==> src/rtl/mmaps_pkg.sv <==
// Shared definitions for the ADC ring-buffer readout path.
//   rb_state_t          readout controller states
//   RB_RD_LATENCY       cycles from rb_addr/rb_rd_en to valid rb_dout
//   READOUT_FIFO_DEPTH  words of output buffering behind the ring buffer
package mmaps_pkg;

   typedef enum logic [1:0] {
      IDLE     = 2'd0,
      POSTFILL = 2'd1,
      READ     = 2'd2,
      DRAIN    = 2'd3
   } rb_state_t;

   localparam int RB_RD_LATENCY      = 2;
   localparam int READOUT_FIFO_DEPTH = 4;

endpackage

==> src/rtl/readout_fifo.sv <==
// Small synchronous FIFO that absorbs ring-buffer read latency against
// downstream backpressure.
//   sysclk, rst   clock, synchronous active-high reset
//   push, din     write side; a push into a full FIFO is ignored
//   pop           read side; dout/valid show the head entry
//   count         current occupancy
module readout_fifo
   import mmaps_pkg::*;
#(
   parameter int DW    = 15,
   parameter int DEPTH = READOUT_FIFO_DEPTH
) (
   input  logic                         sysclk,
   input  logic                         rst,
   input  logic                         push,
   input  logic [DW-1:0]                din,
   input  logic                         pop,
   output logic [DW-1:0]                dout,
   output logic                         valid,
   output logic [$clog2(DEPTH+1)-1:0]   count
);

   localparam int PW = $clog2(DEPTH);
   localparam int CW = $clog2(DEPTH+1);

   logic [DW-1:0] mem [DEPTH];
   logic [PW-1:0] wr_ptr;
   logic [PW-1:0] rd_ptr;
   logic          do_push;
   logic          do_pop;

   assign do_push = push && (count != CW'(DEPTH));
   assign do_pop  = pop && (count != '0);
   assign valid   = (count != '0);
   assign dout    = mem[rd_ptr];

   always_ff @(posedge sysclk) begin
      if (do_push) mem[wr_ptr] <= din;
   end

   always_ff @(posedge sysclk) begin
      if (rst) begin
         wr_ptr <= '0;
         rd_ptr <= '0;
         count  <= '0;
      end else begin
         if (do_push) wr_ptr <= wr_ptr + 1'b1;
         if (do_pop)  rd_ptr <= rd_ptr + 1'b1;
         case ({do_push, do_pop})
            2'b10:   count <= count + 1'b1;
            2'b01:   count <= count - 1'b1;
            default: count <= count;
         endcase
      end
   end

endmodule

==> src/rtl/ringbuffer_readout.sv <==
// Read-side controller for the ADC ring buffer. On trigger it captures the
// write pointer, lets POST samples accumulate, freezes writes and streams
// PRE pre-trigger plus POST post-trigger samples out over valid/ready.
//   sysclk, rst        clock, synchronous active-high reset
//   adc_valid          ADC sample strobe
//   trigger            single-cycle trigger pulse
//   wr_addr            buffer write pointer (next address written)
//   rb_wr_en           buffer write enable (adc_valid gated by state)
//   rb_rd_en, rb_addr  buffer read request
//   rb_dout            buffer read data, RB_RD_LATENCY cycles after request
//   m_data, m_valid, m_ready, m_last   output stream
//   busy               controller not idle
//   trig_dropped       pulse for a trigger arriving while busy
//
// state    | meaning
// IDLE     | writes enabled, waiting for trigger
// POSTFILL | writes enabled, counting post-trigger samples
// READ     | writes frozen, issuing window read addresses
// DRAIN    | all addresses issued, emptying pipeline and FIFO
module ringbuffer_readout
   import mmaps_pkg::*;
#(
   parameter int SIZE  = 10,
   parameter int WIDTH = 14,
   parameter int PRE   = 64,
   parameter int POST  = 192
) (
   input  logic             sysclk,
   input  logic             rst,
   input  logic             adc_valid,
   input  logic             trigger,
   input  logic [SIZE-1:0]  wr_addr,
   output logic             rb_wr_en,
   output logic             rb_rd_en,
   output logic [SIZE-1:0]  rb_addr,
   input  logic [WIDTH-1:0] rb_dout,
   output logic [WIDTH-1:0] m_data,
   output logic             m_valid,
   input  logic             m_ready,
   output logic             m_last,
   output logic             busy,
   output logic             trig_dropped
);

   if ((PRE + POST > 2**SIZE - 1) || (POST < 1)) begin : g_param_check
      $error("ringbuffer_readout: window PRE+POST must fit the buffer and POST must be >= 1");
   end

   localparam int              CW       = $clog2(READOUT_FIFO_DEPTH + 1);
   localparam logic [SIZE:0]   POST_N   = (SIZE+1)'(POST);
   localparam logic [SIZE:0]   LAST_IDX = (SIZE+1)'(PRE + POST - 1);

   rb_state_t                 state, state_nxt;
   logic [SIZE-1:0]           rd_addr;
   logic [SIZE:0]             post_cnt;
   logic [SIZE:0]             issue_cnt;
   logic [RB_RD_LATENCY-1:0]  pipe_v;
   logic [RB_RD_LATENCY-1:0]  pipe_last;
   logic [CW-1:0]             inflight;
   logic [CW-1:0]             fifo_count;
   logic [WIDTH:0]            fifo_dout;
   logic                      credit_ok;
   logic                      issue;
   logic                      issue_last;
   logic                      fifo_pop;

   // Issue only when every word already requested is guaranteed a FIFO slot.
   always_comb begin
      inflight = '0;
      for (int i = 0; i < RB_RD_LATENCY; i++) inflight = inflight + CW'(pipe_v[i]);
   end

   assign credit_ok  = ({1'b0, fifo_count} + {1'b0, inflight}) < (CW+1)'(READOUT_FIFO_DEPTH);
   assign issue_last = issue && (issue_cnt == LAST_IDX);
   assign fifo_pop   = m_valid && m_ready;

   always_comb begin
      state_nxt    = state;
      rb_wr_en     = 1'b0;
      rb_rd_en     = 1'b0;
      issue        = 1'b0;
      trig_dropped = trigger && (state != IDLE) && !rst;
      case (state)
         IDLE: begin
            rb_wr_en = adc_valid;
            if (trigger) state_nxt = (adc_valid && POST_N == 1) ? READ : POSTFILL;
         end
         POSTFILL: begin
            rb_wr_en = adc_valid;
            if (adc_valid && (post_cnt + 1'b1 == POST_N)) state_nxt = READ;
         end
         READ: begin
            rb_rd_en = 1'b1;
            issue    = credit_ok;
            if (issue_last) state_nxt = DRAIN;
         end
         DRAIN: begin
            rb_rd_en = |pipe_v;
            if (fifo_pop && m_last) state_nxt = IDLE;
         end
         default: state_nxt = IDLE;
      endcase
   end

   always_ff @(posedge sysclk) begin
      if (rst) begin
         state     <= IDLE;
         rd_addr   <= '0;
         post_cnt  <= '0;
         issue_cnt <= '0;
         pipe_v    <= '0;
         pipe_last <= '0;
      end else begin
         state     <= state_nxt;
         pipe_v    <= {pipe_v[RB_RD_LATENCY-2:0], issue};
         pipe_last <= {pipe_last[RB_RD_LATENCY-2:0], issue_last};
         case (state)
            IDLE: begin
               if (trigger) begin
                  rd_addr   <= wr_addr - SIZE'(PRE);
                  post_cnt  <= {{SIZE{1'b0}}, adc_valid};
                  issue_cnt <= '0;
               end
            end
            POSTFILL: begin
               if (adc_valid) post_cnt <= post_cnt + 1'b1;
            end
            READ: begin
               if (issue) begin
                  rd_addr   <= rd_addr + 1'b1;
                  issue_cnt <= issue_cnt + 1'b1;
               end
            end
            default: ;
         endcase
      end
   end

   readout_fifo #(
      .DW    (WIDTH + 1),
      .DEPTH (READOUT_FIFO_DEPTH)
   ) u_fifo (
      .sysclk (sysclk),
      .rst    (rst),
      .push   (pipe_v[RB_RD_LATENCY-1]),
      .din    ({pipe_last[RB_RD_LATENCY-1], rb_dout}),
      .pop    (fifo_pop),
      .dout   (fifo_dout),
      .valid  (m_valid),
      .count  (fifo_count)
   );

   assign m_data  = fifo_dout[WIDTH-1:0];
   assign m_last  = m_valid && fifo_dout[WIDTH];
   assign rb_addr = rd_addr;
   assign busy    = (state != IDLE);

endmodule

==> config.mk <==
export PLATFORM = sky130hd
export DESIGN_NAME = ringbuffer_readout
export DESIGN_NICKNAME = d
export VERILOG_FILES = /design/src/rtl/mmaps_pkg.sv /design/src/rtl/readout_fifo.sv /design/src/rtl/ringbuffer_readout.sv
export SDC_FILE = /design/constraint.sdc
export NUM_CORES = 1
export LEC_CHECK = 0
export CORE_MARGIN = 2
export CORE_UTILIZATION = 45
export CTS_CLUSTER_SIZE = 28
export DETAILED_ROUTE_END_ITERATION = 16
export GPL_TIMING_DRIVEN = 0
export PLACE_DENSITY = 0.67
export SKIP_LAST_GASP = 1
export SLEW_MARGIN = 25
export SYNTH_ARGS = -nofsm -noshare
export SYNTH_HDL_FRONTEND = slang
export SYNTH_SLANG_ARGS = --single-unit
==> constraint.sdc <==
create_clock -name sysclk -period 5.3 [get_ports sysclk]
set_input_delay 1.325 -clock sysclk [delete_from_list [all_inputs] [get_ports sysclk]]
set_output_delay 1.325 -clock sysclk [all_outputs]
set_load 0.01 [all_outputs]
# [After elaboration in Yosys (flattened, before gate mapping)]
# Memory sizes are Yosys's and may differ from the RTL's. A register that Yosys moved wholly into a read port is not among the register bits.
# Cells that the tools add are included.
[totals] regBits=45 latch_bits=0 ram_bits=60 rom_bits=0 mem_count=1
[classes] addsub=10 multipliers=0 n_div=0 order_cmp=1 eq_ne=14 shifts=0 n_mux=22 bitwise=0 reduce_logical=21
[mem_list] name="u_fifo.mem" words=4 width=15 read_ports=1 rd_ports_with_merged_regs=1 wr=1 line_no="readout_fifo.sv:26" source="logic [DW-1:0] mem [DEPTH];"
[ops] operator="2-to-1 mux 11 bit" n=4
[ops] operator="case mux 11 bit (2 select lines)" n=2
[ops] operator="adder 11 x 1 -> 11 bit (second input constant)" n=2
[ops] operator="equality test 11 x 8 -> 1 bit (second input constant)" n=2
[ops] operator="2-to-1 mux 10 bit" n=2
[ops] operator="case mux 10 bit (2 select lines)" n=1
[ops] operator="2-to-1 mux 2 bit" n=6
[ops] operator="inequality test 2 bit (second input constant)" n=6
[ops] operator="adder 10 x 1 -> 10 bit (second input constant)" n=1
[ops] operator="subtractor 10 x 7 -> 10 bit (second input constant)" n=1
[ops] operator="logical AND 1 bit" n=9
[ops] operator="case mux 2 bit (4 select lines)" n=1
[ops] operator="nonzero test 2 bit" n=4
[ops] operator="equality test 2 bit (second input constant)" n=3
[ops] operator="case mux 3 bit (2 select lines)" n=1
[ops] operator="AND reduction 3 bit" n=2
[ops] operator="adder 2 x 1 -> 2 bit (second input constant)" n=2
[ops] operator="adder 3 x 2 -> 4 bit" n=1
[ops] operator="equality test 2 x 1 -> 1 bit (second input constant)" n=2
[ops] operator="less-than comparator 4 x 3 -> 1 bit (second input constant)" n=1
[ops] operator="2-to-1 mux 1 bit" n=4
[ops] operator="AND reduction 4 bit" n=1
[ops] operator="OR reduction 2 bit" n=2
[ops] operator="adder 3 x 1 -> 3 bit (second input constant)" n=1
[ops] operator="7 further kinds" n=7

# [Logic depth before layout (Yosys ltp)]
# Gate-level depths: netlist (run 1).
[depth] depth_word=7 mapped_depth=9 depth_no_buf=9

# [By module]
# From an unflattened synthesis (run 1), not the netlist that was laid out.
[hier_totals] cells_unflattened=418 area_unflattened_um2=4953.5
[by_module_without_submodules] mod="readout_fifo" n_inst=1 cells_per_inst=129 area_per_inst_um2=2677.6
[by_module_without_submodules] mod="ringbuffer_readout" n_inst=1 cells_per_inst=289 area_per_inst_um2=2275.9

# [Least setup slack after synthesis (run 1)]
# Ideal clock, no wire load.
[synth_timing] kind="input port to output port" from="input rst" to="output trig_dropped" t_arrival_ns=1.825 slack_ns=2.150 cell_stages=2 n_path_buf=1 cell_sequence="clkbuf_1 -> nor3b_1"
[synth_via] elab_chain_len=2
[synth_rtl] item="start, declared" line_no="ringbuffer_readout.sv:29" source="input logic rst,"
[synth_rtl] item="logical NOT 1 bit" line_no="ringbuffer_readout.sv:82" source="trig_dropped = trigger && (state != IDLE) && !rst;"
[synth_rtl] item="logical AND 1 bit" line_no="ringbuffer_readout.sv:82"
[synth_rtl] item="end, declared" line_no="ringbuffer_readout.sv:42" source="output logic trig_dropped"
# No other way between the ends.

==> metrics.md, run 1 <==
| Metric | Value |
|---|---|
| Slew of the pin with the lowest slew margin | `0.825 ns` |
| Setup repair after global routing missed its margin | `no` |
| Post-CTS Hold Fix Bufs | `0` |
| Tot GR Track Use | `0.171` |
| YS warnings | `0` |
| Vias in the first global route | `3,262` |
| Site Rows | `38` |
| Most used flip-flop cell after synthesis | `sky130_fd_sc_hd__edfxtp_1` |
| Count of mapped cells out of synthesis | `422` |
| Total vias in the final route | `3,405` |
| Most used cells in the layout excluding fill and tap cells | `sky130_fd_sc_hd__edfxtp_1, sky130_fd_sc_hd__clkdlybuf4s50_1, sky130_fd_sc_hd__dfxtp_1, sky130_fd_sc_hd__nor2_1, sky130_fd_sc_hd__nand2_1` |
| Timing-limited maximum frequency | `251 MHz` |
| Shortest period the worst path allows | `3.98 ns` |
| Critical Path Sink Type | `primary output` |
| Core Area | `10,700 um^2` |
| Worst path arrival time | `2.65 ns` |
| Most frequent standard cell in the layout excluding fill and tap cells | `sky130_fd_sc_hd__edfxtp_1` |
| Die Span X | `108 um` |
| Number of levels in the clock H-tree | `3` |
| DRT Wirelength | `9560 um` |
| Hold Vio Cnt, Final | `0` |
| First-pass GRT wire length | `15,400 um` |
| Pin count of the biggest net entering global routing | `20` |
| Number of enable-type register cells in the synthesized netlist | `60` |
| Number of max-cap violations | `0` |
| Worst-case clock buffer depth | `2` |
| Switching power of the nets | `750 uW` |
| Initial antenna violation count | `0` |
| Number of gates given a new drive strength after cts | `0` |
| Area fraction of the dominant cell type after synthesis | `0.368` |
| Cell-internal power | `1430 uW` |
| Final worst path period share | `0.751` |
| Drt first-iter violations | `175` |
| Syn Std Cell Area | `4890 um^2` |
| Post-Synthesis Net Count | `468` |
| Register area share after synthesis | `0.561` |
| Initial Utilization | `0.457` |
| Clock Latency Late Sink | `0.37 ns` |
| Number of antenna repair diodes | `0` |
| Num CTS Buffers | `9` |
| Area contributors post-synth | `sky130_fd_sc_hd__edfxtp_1, sky130_fd_sc_hd__dfxtp_1, sky130_fd_sc_hd__mux4_2` |
| Synthesis-to-finish area growth | `19.0%` |
| DRC Markers | `0` |
| Drt wl/cell | `15.1 um` |
| Setup Buffers After CTS | `0` |
| Worst slew margin | `0.450` |
| Async SR Flop Fraction | `0` |
| Combinational Power Share | `0.326` |
| Result of the run | `completed` |
| Vias per inst | `5.37` |
| Max-slew violation count | `0` |
| Final setup fails | `0` |
| Final weighted congestion in routability-driven placement | `0.935` |
| CTS clock-pin slew for the worst setup and hold paths | `0.10 ns` |
| Worst Hold Class | `flop to flop` |
| Pre-CTS setup slack | `1.35 ns` |
| Full die area | `11,700 um^2` |
| TritonCTS clock tree | `yes` |
| Synthesized flop and latch total | `107` |
| Clock root cell | `sky130_fd_sc_hd__clkbuf_8` |
| Smallest setup slack after layout | `1.32 ns` |
| Worst Path Class, Setup | `flop to primary output` |
| Net count, final | `536` |
| Number of detailed-route iterations in the first pass | `4` |
| Residual overflow from global routing | `0` |
| Peak VDD IR | `234 uV` |
| Power density relative to cell area | `375 nW/um^2` |
| Cell accounting for the most synthesized area | `sky130_fd_sc_hd__edfxtp_1` |
| Worst Path Required | `3.97 ns` |
| LEAKAGE | `0.00194 uW` |
| Syn Area/Cell | `11.6 um^2` |
| Sinks on Clock Net | `107` |
| # port buffers | `57` |
| Sequential power share | `0.457` |
| Switching Fraction | `0.343` |
| Post-route clock skew | `0.0137 ns` |
| Startpoint type of the worst setup path | `flop` |
| Total negative setup slack | `0 ns` |
| HPWL after detailed placement | `6650 um` |
| Critical path peak fanout | `10` |
| Share of final-layout standard cells stronger than drive strength 1 | `0.0911` |
| Count of distinct cell types in the synthesized netlist | `58` |
| Fraction of power consumed by the clock network | `0.216` |
| DIE HEIGHT | `108 um` |
| Top Ports | `59` |
| Remaining antenna violation count after routing | `0` |
==> synth_stat cells (2+ instances only) <==
cell type,number
sky130_fd_sc_hd__nand3_1,13
sky130_fd_sc_hd__dfxtp_1,47
sky130_fd_sc_hd__a211oi_1,4
sky130_fd_sc_hd__clkbuf_1,12
sky130_fd_sc_hd__o41a_1,2
sky130_fd_sc_hd__ha_1,16
sky130_fd_sc_hd__inv_1,21
sky130_fd_sc_hd__xor2_1,10
sky130_fd_sc_hd__o22ai_1,5
sky130_fd_sc_hd__nand2_1,33
sky130_fd_sc_hd__and4_1,2
sky130_fd_sc_hd__buf_1,4
sky130_fd_sc_hd__a21oi_1,26
sky130_fd_sc_hd__o32ai_1,2
sky130_fd_sc_hd__nand3b_1,2
sky130_fd_sc_hd__o21ai_0,14
sky130_fd_sc_hd__buf_2,4
sky130_fd_sc_hd__mux4_2,15
sky130_fd_sc_hd__a31oi_1,2
sky130_fd_sc_hd__nand4_1,5
sky130_fd_sc_hd__mux2i_1,2
sky130_fd_sc_hd__nor4_1,3
sky130_fd_sc_hd__nor2_1,38
sky130_fd_sc_hd__and2_1,5
sky130_fd_sc_hd__nor2b_1,7
sky130_fd_sc_hd__edfxtp_1,60
sky130_fd_sc_hd__nand2b_1,2
sky130_fd_sc_hd__and3_1,3
sky130_fd_sc_hd__or2_2,2
sky130_fd_sc_hd__or3_1,4
sky130_fd_sc_hd__nor3_1,13
sky130_fd_sc_hd__a22oi_1,4
sky130_fd_sc_hd__a21o_1,8
sky130_fd_sc_hd__xnor2_1,8
==> cells by family after synthesis <==
logic type               after synthesis  share of synthesized area
AO/OA/AOI/OAI                         80                      0.109
XOR/XNOR                              18                     0.0322
adder cells (fa/ha/maj)               17                     0.0450
buffers and inverters                 42                     0.0348
flip-flops                           107                      0.561
multiplexers                          18                     0.0755
AND/OR/NAND/NOR                      140                      0.143
==> layout make-up <==
class / count / area (um^2)
clock buffers: 9 / 124
flip-flops and latches: 107 / 2740
multi-input cells: 273 / 1980
well taps: 140 / 175
repair buffers: 57 / 571
fillers: 914 / 4880
inverters: 21 / 78.8
plain buffers: 21 / 91.3
clock inverters: 6 / 60.1
==> per-layer routing <==
metal | share of wire | up-vias | GRT usage
met5 | 0 | - | 0
met4 | 0.022 | 0 | 0.0870
met3 | 0.047 | 17 | 0.0271
met2 | 0.46 | 90 | 0.275
met1 | 0.47 | 1621 | 0.223
li1 | - | 1677 | -
==> critical path, stage by stage, from the launching register on <==
cell and delay [ns]:
sky130_fd_sc_hd__dfxtp_1 0.31, sky130_fd_sc_hd__buf_2 0.21, sky130_fd_sc_hd__buf_1 0.65, sky130_fd_sc_hd__mux4_2 0.60, sky130_fd_sc_hd__clkdlybuf4s50_1 0.50
==> sequential cells by signal (all words and copies together) (netlist names), named ones only <==
register       cells
issue_cnt         11
pipe_last          2
pipe_v             2
post_cnt          11
rb_addr           10
state              2
u_fifo.count       3
u_fifo.mem        60
u_fifo.rd_ptr      2
u_fifo.wr_ptr      2
==> path summary, 6_finish.rpt <==
check                       endpoint                startpoint  slack [ns]  cells after the start
max reg2reg    state[0]$_SDFFE_PP0P_  post_cnt[0]$_SDFFE_PP0P_        2.75                      7
min reg2reg  pipe_last[1]$_SDFF_PP0_   pipe_last[0]$_SDFF_PP0_        0.46                      1
min          pipe_last[1]$_SDFF_PP0_   pipe_last[0]$_SDFF_PP0_        0.46                      1
max                        m_data[7]                      flop        1.32                      4
==> metrics by stage <==
stage          utilization  hold slack, ns  instance area [um^2]  total power, uW  cells
2_1_floorplan            -           0.414                  4890             1460    422
3_3_place_gp         0.527           0.450                  5640             1710    619
3_5_place_dp         0.527           0.438                  5640             1730    619
4_1_cts              0.544           0.457                  5820             2200    634
5_1_grt              0.544           0.467                  5820             2310    634
6_report             0.544           0.456                  5820             2190    634
==> power by group through the flow <==
stage,Combinational [uW],Sequential [uW],Clock (uW)
2_1_floorplan,445,1020,0
3_3_place_gp,700,1010,0
3_5_place_dp,711,1020,0
4_1_cts,716,998,487
5_1_grt,790,1010,507
6_report,713,999,472
(Power assumes the default switching activity.)
==> run 2: changes to the inputs <==
==> constraint.sdc (replaced) <==
create_clock -name sysclk -period 3.93 [get_ports sysclk]
set_input_delay 0.9825 -clock sysclk [delete_from_list [all_inputs] [get_ports sysclk]]
set_output_delay 0.9825 -clock sysclk [all_outputs]
set_load 0.01 [all_outputs]
==> results of run 2 <==
Same layout as run 1 (identical final DEF). Status: completed.
Among the figures that moved: setup slack after placement 1.35 ns -> 0.613 ns; setup slack after layout 1.32 ns -> 0.294 ns; register-to-register setup slack 2.75 ns -> 1.38 ns; total power 2190 uW -> 2950 uW; worst IR drop on VDD 234 uV -> 316 uV
